$ cat src/rtl/bus_mem_slave_pkg.sv
// Shared types and defaults for the bus memory slave: FSM state encoding,
// default widths and the wait-counter width.
package bus_mem_slave_pkg;

  localparam int DEF_ADDR_W      = 8;
  localparam int DEF_DATA_W      = 16;
  localparam int DEF_WAIT_CYCLES = 2;

  // Wait counter holds 0..15 wait states.
  localparam int WCNT_W = 4;

  typedef enum logic [1:0] {
    S_IDLE = 2'd0,
    S_WAIT = 2'd1,
    S_ACK  = 2'd2,
    S_HOLD = 2'd3
  } state_t;

  // Wait-counter load value for a given wait-state count.
  function automatic logic [WCNT_W-1:0] wait_load(input int n);
    return WCNT_W'(n);
  endfunction

endpackage

$ cat src/rtl/sync_ram.sv
// Single-port RAM with write enable and a registered, enable-gated read port.
// The read register holds its value when no read is issued; only the read
// register is cleared by reset, the array contents survive it.
module sync_ram
  import bus_mem_slave_pkg::*;
#(
  parameter int ADDR_W = DEF_ADDR_W,
  parameter int DATA_W = DEF_DATA_W
) (
  input  logic              clk,
  input  logic              reset,
  input  logic              we,
  input  logic              re,
  input  logic [ADDR_W-1:0] addr,
  input  logic [DATA_W-1:0] wdata,
  output logic [DATA_W-1:0] rdata
);

  logic [DATA_W-1:0] mem [2**ADDR_W];

  // Array write; no reset so contents persist across resets.
  always_ff @(posedge clk) begin
    if (we) begin
      mem[addr] <= wdata;
    end
  end

  // Registered read data, updated only when a read is issued.
  always_ff @(posedge clk) begin
    if (reset) begin
      rdata <= '0;
    end else if (re) begin
      rdata <= mem[addr];
    end
  end

endmodule

$ cat src/rtl/bus_mem_slave.sv
// Memory-side bus target: decodes as_n/wr_n/stop_n, inserts WAIT_CYCLES wait
// states per beat, reads or writes the internal RAM and returns ack_n.
//
// Handshake: the master drops as_n and holds it low for the whole
// transaction; wr_n and addr are captured on the first edge that sees as_n
// low. Each beat is acknowledged by a single-cycle ack_n low. During that
// cycle wdata must be stable (written at its closing edge) and rdata is valid
// on reads; stop_n low in that cycle marks the last beat. Raising as_n before
// a beat's ACK cycle aborts the transaction (abort pulses); raising it during
// ACK lets the beat complete and ends the transaction quietly. After the last
// beat the slave parks in HOLD until as_n is released.
module bus_mem_slave
  import bus_mem_slave_pkg::*;
#(
  parameter int ADDR_W      = DEF_ADDR_W,
  parameter int DATA_W      = DEF_DATA_W,
  parameter int WAIT_CYCLES = DEF_WAIT_CYCLES
) (
  input  logic              clk,
  input  logic              reset,
  input  logic              as_n,
  input  logic              wr_n,
  input  logic              stop_n,
  input  logic [ADDR_W-1:0] addr,
  input  logic [DATA_W-1:0] wdata,
  output logic [DATA_W-1:0] rdata,
  output logic              ack_n,
  output logic              slave_busy,
  output logic              abort,
  output state_t            state_dbg
);

  localparam logic [WCNT_W-1:0] WCNT_LOAD = wait_load(WAIT_CYCLES);
  // Beats with no wait states go straight to ACK.
  localparam state_t BEAT_ENTRY = (WAIT_CYCLES == 0) ? S_ACK : S_WAIT;

  state_t            state_q, state_nxt;
  logic [ADDR_W-1:0] addr_q, addr_nxt;
  logic              op_q, op_nxt;
  logic [WCNT_W-1:0] wcnt_q, wcnt_nxt;
  logic              abort_q, abort_nxt;
  logic              ram_we, ram_re;
  logic [ADDR_W-1:0] ram_addr;

  // State, address, opcode, wait counter and abort pulse registers.
  always_ff @(posedge clk) begin
    if (reset) begin
      state_q <= S_IDLE;
      addr_q  <= '0;
      op_q    <= 1'b1;
      wcnt_q  <= '0;
      abort_q <= 1'b0;
    end else begin
      state_q <= state_nxt;
      addr_q  <= addr_nxt;
      op_q    <= op_nxt;
      wcnt_q  <= wcnt_nxt;
      abort_q <= abort_nxt;
    end
  end

  // Next-state logic: transaction start, wait countdown, burst advance, abort.
  always_comb begin
    state_nxt = state_q;
    addr_nxt  = addr_q;
    op_nxt    = op_q;
    wcnt_nxt  = wcnt_q;
    abort_nxt = 1'b0;
    case (state_q)
      S_IDLE: begin
        if (!as_n) begin
          addr_nxt  = addr;
          op_nxt    = wr_n;
          wcnt_nxt  = WCNT_LOAD;
          state_nxt = BEAT_ENTRY;
        end
      end
      S_WAIT: begin
        if (as_n) begin
          state_nxt = S_IDLE;
          abort_nxt = 1'b1;
        end else begin
          wcnt_nxt = wcnt_q - 1'b1;
          if (wcnt_q == WCNT_W'(1)) begin
            state_nxt = S_ACK;
          end
        end
      end
      S_ACK: begin
        if (as_n) begin
          state_nxt = S_IDLE;
        end else if (!stop_n) begin
          state_nxt = S_HOLD;
        end else begin
          // Incrementing burst; the address wraps naturally at the top.
          addr_nxt  = addr_q + 1'b1;
          wcnt_nxt  = WCNT_LOAD;
          state_nxt = BEAT_ENTRY;
        end
      end
      S_HOLD: begin
        if (as_n) begin
          state_nxt = S_IDLE;
        end
      end
      default: state_nxt = S_IDLE;
    endcase
  end

  // RAM control: writes commit at the closing edge of ACK; reads are issued
  // in the cycle before ACK using the address the next beat will use.
  always_comb begin
    ram_we   = (state_q == S_ACK) && !op_q && !reset;
    ram_re   = (state_nxt == S_ACK) && op_nxt && !reset;
    ram_addr = ram_we ? addr_q : addr_nxt;
  end

  sync_ram #(
    .ADDR_W (ADDR_W),
    .DATA_W (DATA_W)
  ) u_ram (
    .clk   (clk),
    .reset (reset),
    .we    (ram_we),
    .re    (ram_re),
    .addr  (ram_addr),
    .wdata (wdata),
    .rdata (rdata)
  );

  assign ack_n      = (state_q != S_ACK);
  assign slave_busy = (state_q != S_IDLE);
  assign abort      = abort_q;
  assign state_dbg  = state_q;

endmodule

$ cat config.mk
export PLATFORM = sky130hd
export DESIGN_NAME = bus_mem_slave
export DESIGN_NICKNAME = d
export VERILOG_FILES = /design/src/rtl/bus_mem_slave_pkg.sv /design/src/rtl/sync_ram.sv /design/src/rtl/bus_mem_slave.sv
export SDC_FILE = /design/constraint.sdc
export NUM_CORES = 2
export LEC_CHECK = 0
export BUFFER_PORTS_ARGS = -buffer_cell sky130_fd_sc_hd__buf_2
export CORE_UTILIZATION = 46
export DETAILED_ROUTE_END_ITERATION = 16
export REMOVE_ABC_BUFFERS = 1
export SETUP_SLACK_MARGIN = 0.2
export SYNTH_ARGS = -nofsm -noshare
export SYNTH_HDL_FRONTEND = slang
export SYNTH_HIERARCHICAL = 1
export SYNTH_SLANG_ARGS = --single-unit
$ cat constraint.sdc
create_clock -name clk -period 14 [get_ports clk]
set_input_delay 2.8 -clock clk [delete_from_list [all_inputs] [get_ports clk]]
set_output_delay 2.8 -clock clk [all_outputs]
set_load 0.05 [all_outputs]
* Word-level counts from Yosys, hierarchy flattened
Memory sizes are Yosys's and may differ from the RTL's. A register that Yosys moved wholly into a read port is not among the register bits. Index checks and enable logic that the tools add are counted.
Storage, ports and cells: register bits 16, memory bits (writable) 4096, input port bits 29, output and inout bits 21, logic and storage cells 52, memories kept 1
Memories:
- u_ram.mem | words 256, width 16, read ports 1, clocked after Yosys merged registers in 1, write ports 1, line sync_ram.sv:19 | logic [DATA_W-1:0] mem [2**ADDR_W];
Operators by class: add/sub/neg operators 2, eq/ne operators 10, multiplexer cells 22, bitwise gates (word level) 1, reduce and logical (&&, ||, !) cells 11
Operators by type and width (count):
- $mux 8 | 4
- $mux 4 | 4
- $pmux 8 s2 | 1
- $mux 2 | 6
- $pmux 4 s3 | 1
- $ne 2x2->1 const B | 5
- $add 8x1->8 const B | 1
- $pmux 2 s4 | 1
- $eq 2x2->1 const B | 3
- $mux 1 | 5
- $reduce_and 5->1 | 1
- $eq 4x1->1 const B | 1
- $logic_and 1x1->1 | 4
- $sub 4x1->4 const B | 1
- $reduce_bool 3->1 | 1
- $eq 2x1->1 const B | 1
- $logic_not 1->1 | 2
- $logic_not 2->1 | 1
- $reduce_bool 2->1 | 1
- $reduce_or 2->1 | 1
- $not 1->1 | 1

* Longest topological paths before layout
word-level depth 7, depth in mapped cells 19, mapped depth without buffers 12

* By module
Netlist, hierarchy kept.
By module, submodules not included:
- sync_ram | instances 1, cells an instance 7039, area each 156771.6 um2, seq. area each 123318.3 um2
- bus_mem_slave | instances 1, cells an instance 151, area each 1173.6 um2, seq. area each 320.3 um2

* Worst setup path after synthesis
No wires, ideal clock.
path kind in2reg, start point input reset, end point memory u_ram/mem[144][0] (netlist bit) (enable), setup time 409 ps, arrival time 6689 ps, required time 13591 ps, path slack 6902 ps, stages on the path 15, buffers on the path 9, path through buf_2 nor4b_4 or2b_2 o21ai_1 a221o_1 buf_6 buf_6 buf_6 buf_6 buf_6 buf_6 buf_2 or2_2 clkbuf_1 nor3_1
On the way: elaborated cells between the ends (all ways) 5, those cells by class mux (3); reduce/logical (2)
RTL lines:
- start, declared | line bus_mem_slave.sv:20 | input logic reset,
- $logic_not 1->1 | line bus_mem_slave.sv:113 | ram_we = (state_q == S_ACK) && !op_q && !reset;
- $logic_and 1x1->1 | line bus_mem_slave.sv:113
- named net ram_we | line bus_mem_slave.sv:42 | logic ram_we, ram_re;
- $mux 8 | line bus_mem_slave.sv:115 | ram_addr = ram_we ? addr_q : addr_nxt;
- named net ram_addr[0] | line bus_mem_slave.sv:43 | logic [ADDR_W-1:0] ram_addr;
- end, declared | line sync_ram.sv:19
The timed path passes the listed nets, and every way through them passes these cells.

* Final worst setup path
start point input reset, end point register u_ram.rdata[4] (read register of u_ram.mem)
On the way: cells in the longest elaborated chain, start to end 3, elaborated cells between the ends (all ways) 4, those cells by class mux (1); reduce/logical (3)
Ends and longest elaborated chain:
- $logic_not 1->1 | line bus_mem_slave.sv:113
- $logic_and 1x1->1 | line bus_mem_slave.sv:113
- named net ram_we | line bus_mem_slave.sv:42
- $mux 8 | line bus_mem_slave.sv:115
- named net ram_addr[0] | line bus_mem_slave.sv:43
- end, declared | line sync_ram.sv:16 | output logic [DATA_W-1:0] rdata
The timed path passes the listed nets, and every way through them passes these cells. A chain may end at the register's enable or synchronous reset.

==> results.md <==
- Post-Synth Adder-Cell Area: 0.0238%
- Fraction of final layout cells sized beyond drive strength 1: 26.9%
- Final Hold Vio Count: 0
- Clk_skew: 46.0 ps
- Avg Cell Area, Syn: 22.0 µm²
- Final Instance Area: 179000 µm²
- Min Tclk post-route: 9050 ps
- Cell taking the most area after synthesis: edfxtp_1
- Core footprint: 341000 µm²
- Post-synthesis xor/xnor area fraction: 0%
- Async SR Flop Fraction: 0%
- Top Ports: 50
- H-tree depth: 5
- Bufs and invs on worst path: 6
- Num rows: 214
- Number of synthesized flops with an enable pin: 4096
- Iteration-0 DRC Markers: 10600
- First-pass GRT wire length: 613000 µm
- Compound-Gate Fraction of Synth Area: 3.11%
- Top post-synthesis cells by count: 4096 x edfxtp_1, 934 x mux4_2, 317 x nor2_1, 239 x o22ai_1, 215 x mux2i_1
- Cell mode on critical path: buf_4
- Final Power: 0.0264 W
- Avg Vias per Cell: 6.31
- Post-synth cell types: 76
- Maximum clock insertion buffer count: 4
- CTS Hold Buffers Added: 0
- Slew headroom: -6.69%
- Peak VDD IR: 0.129 mV
- Status: finished, violations left
- Final GP Congestion: 0.911
- Dominant synthesized flop cell: edfxtp_1
- CTS tree: built
- # Post-CTS Setup Buffers: 0
- Nets: 7676
- #FFs+latches synth: 4128
- Vias in the first global route: 78600
- Setup Crit Path Kind: in2reg
- CP Data Required Time: 14850 ps
- Drt wl/cell: 35.0 µm
- CTS root buf: clkbuf_16
- Failing checks: max-slew violations
- Max stage delay on crit path: 1170 ps
- Critical path endpoint category: flop
- Crit path DAT: 9900 ps
- Post_cts resized: 0
- Setup TNS: 0 ps
- DRC viols: 0
- CP delay by family, top: buffers and inverters
- DP HPWL: 261000 µm
- Port Buf Inserts: 49
- Initial antenna violation count: 27
- Final Max Slew Viols: 1
- Leakage power: 54.6 nW
- CTS Buf Count: 421
- CP startpoint kind: input pin
- Post-DRT Antenna Nets: 0
- Final worst path period share: 64.6%
- FILL cells: 26100
- Total Routing Usage GR: 25.2%
- Clk_lat worst skew: 980 ps
- Final setup viols: 0
- Mapped Area: 158000 µm²
- WL final: 438000 µm
- HP Class: reg2reg
- Largest net degree at the start of global routing: 174
- Worst slack, placed: 3860 ps
- Fin worst setup slack: 4950 ps
- Sequential fraction of the synthesis area: 78.3%
- Max cap viols: 0
- Vias: 79000
- Fmax: 111 MHz
- Post-synthesis cell count: 7190
- Die width: 588 µm
- Synth area leaders: edfxtp_1 78%, mux4_2 13%, mux2i_1 1.4%, o22ai_1 0.95%, nor2_1 0.75%
- Crit-path slowest cell: nor4_1
- Gr ovfl total: 0
- Worst Path Max Fanout: 40
- Ys Warns: 6
- Placed Area: 166000 µm²
- Largest family of logic cells by synthesized area: multiplexers
- Multiplexer area fraction after synthesis: 14.8%
- Initial Util: 46.3%
- DIE AREA: 346000 µm²
- Count leader, synth: edfxtp_1
- Clock Sinks: 4128
- CP Cell Sequence: buf_2 -> buf_4 -> nor4b_4 -> buf_4 -> or2b_2 -> o21ai_1 -> a221o_4 -> buf_4 -> buf_4 -> mux4_2 -> mux2i_1 -> o22ai_1 -> a21oi_1 -> nand3_1 -> nor4_1 -> buf_4 -> o21ai_0
- Share of the synthesized area in the top cell type: 77.9%
- Layout area overhead: 13.2%
- Core Util, Final: 52.5%
- Clk pin slew, worst setup/hold paths: 60 ps
- Pwr dens: 147 nW/µm²
- RSZ-0062 raised after global routing: no
- DR pass1 iterations: 7
- Simple-Gate Fraction of Synth Area: 2.28%
- Die extent in y: 588 µm
- Worst-margin pin slew: 1600 ps
==> logic make-up (layout without fill, tap and decap cells) <==
group	Yosys count	after routing
mux	1159	1159
buf+inv	441	1231
fa+ha+maj	3	3
compound gates	697	697
other cells	0	15
simple gates	762	762
flops	4128	4128
==> worst reg2reg max path, cell delays in order (launching register included) <==
cell and delay [ps]:
dfxtp_1 860, nor4b_4 330, buf_4 440, or2b_2 260
a221o_4 650, buf_4 820, buf_4 780, mux4_2 600
mux2i_1 260, o22ai_1 160, a21oi_1 230, nand3_1 470
nor4_1 1170, buf_4 260, o21ai_0 70
==> through the flow <==
step / hold slack [ps] / instances
finish: 504 / 12500
global route: 511 / 12500
CTS: 505 / 12500
detailed placement: 494 / 11800
global placement: 469 / 11800
floorplan: 453 / 6766
==> layout make-up <==
type	count	area, µm²	share of cell area [%]
Antenna cell	15	37.5	0.0210
Sequential cell	4128	124000	69.1
Clock buffer	509	11000	6.16
Tap cell	4536	5680	3.17
Clock inverter	250	2230	1.24
Multi-Input combinational cell	2621	32500	18.2
Timing Repair Buffer	455	3680	2.06
Inverter	17	66.3	0.0371
==> metal layers <==
| metal | track usage (%) | routed length (µm) |
|---|---|---|
| met1 | 35.4 | 172000 |
| met3 | 5.77 | 44600 |
| met2 | 38.4 | 202000 |
| met5 | 0.356 | 43 |
| met4 | 9.83 | 18700 |
==> where the power goes <==
part	internal, W	total (W)	switching [W]
combinational	0.000635	0.00189	0.00125
sequential	0.0136	0.0136	0.00000645
clock	0.00617	0.0109	0.00470
total	0.0204	0.0264	0.00596
==> registers in the layout (all words and copies together), names as in the netlist <==
signal,count
u_ram/mem,4096
u_ram/rdata,16
addr_q,8
wcnt_q,4
state_dbg,2
abort,1
op_q,1
==> path summary, 6_finish.rpt <==
check | slack [ps] | endpoint | cells past startpoint | startpoint
min | 500 | wcnt_q[3] | 2 | wcnt_q[3]
min reg2reg | 500 | wcnt_q[3] | 2 | wcnt_q[3]
max reg2reg | 6530 | u_ram/rdata[4] | 14 | state_dbg[1]
max | 4950 | u_ram/rdata[4] | 17 | reset
==> placed cells by master (no fill, tap or decap), drive strengths merged, types with 24 or more instances in the layout <==
cell type and n:
nor4 45, dfxtp 32, clkinv 200, a221oi 40, o221ai 29, nor3 81
clkbuf 514, nand2 139, o22a 24, buf 450, a22o 25, nand3 48
a21oi 42, o22ai 239, inv 28, edfxtp 4096, o21ai 54, nor2 317
mux4 934, bufinv 31, a22oi 110, mux2i 215
Note: power is estimated with default switching activity, not from simulation.
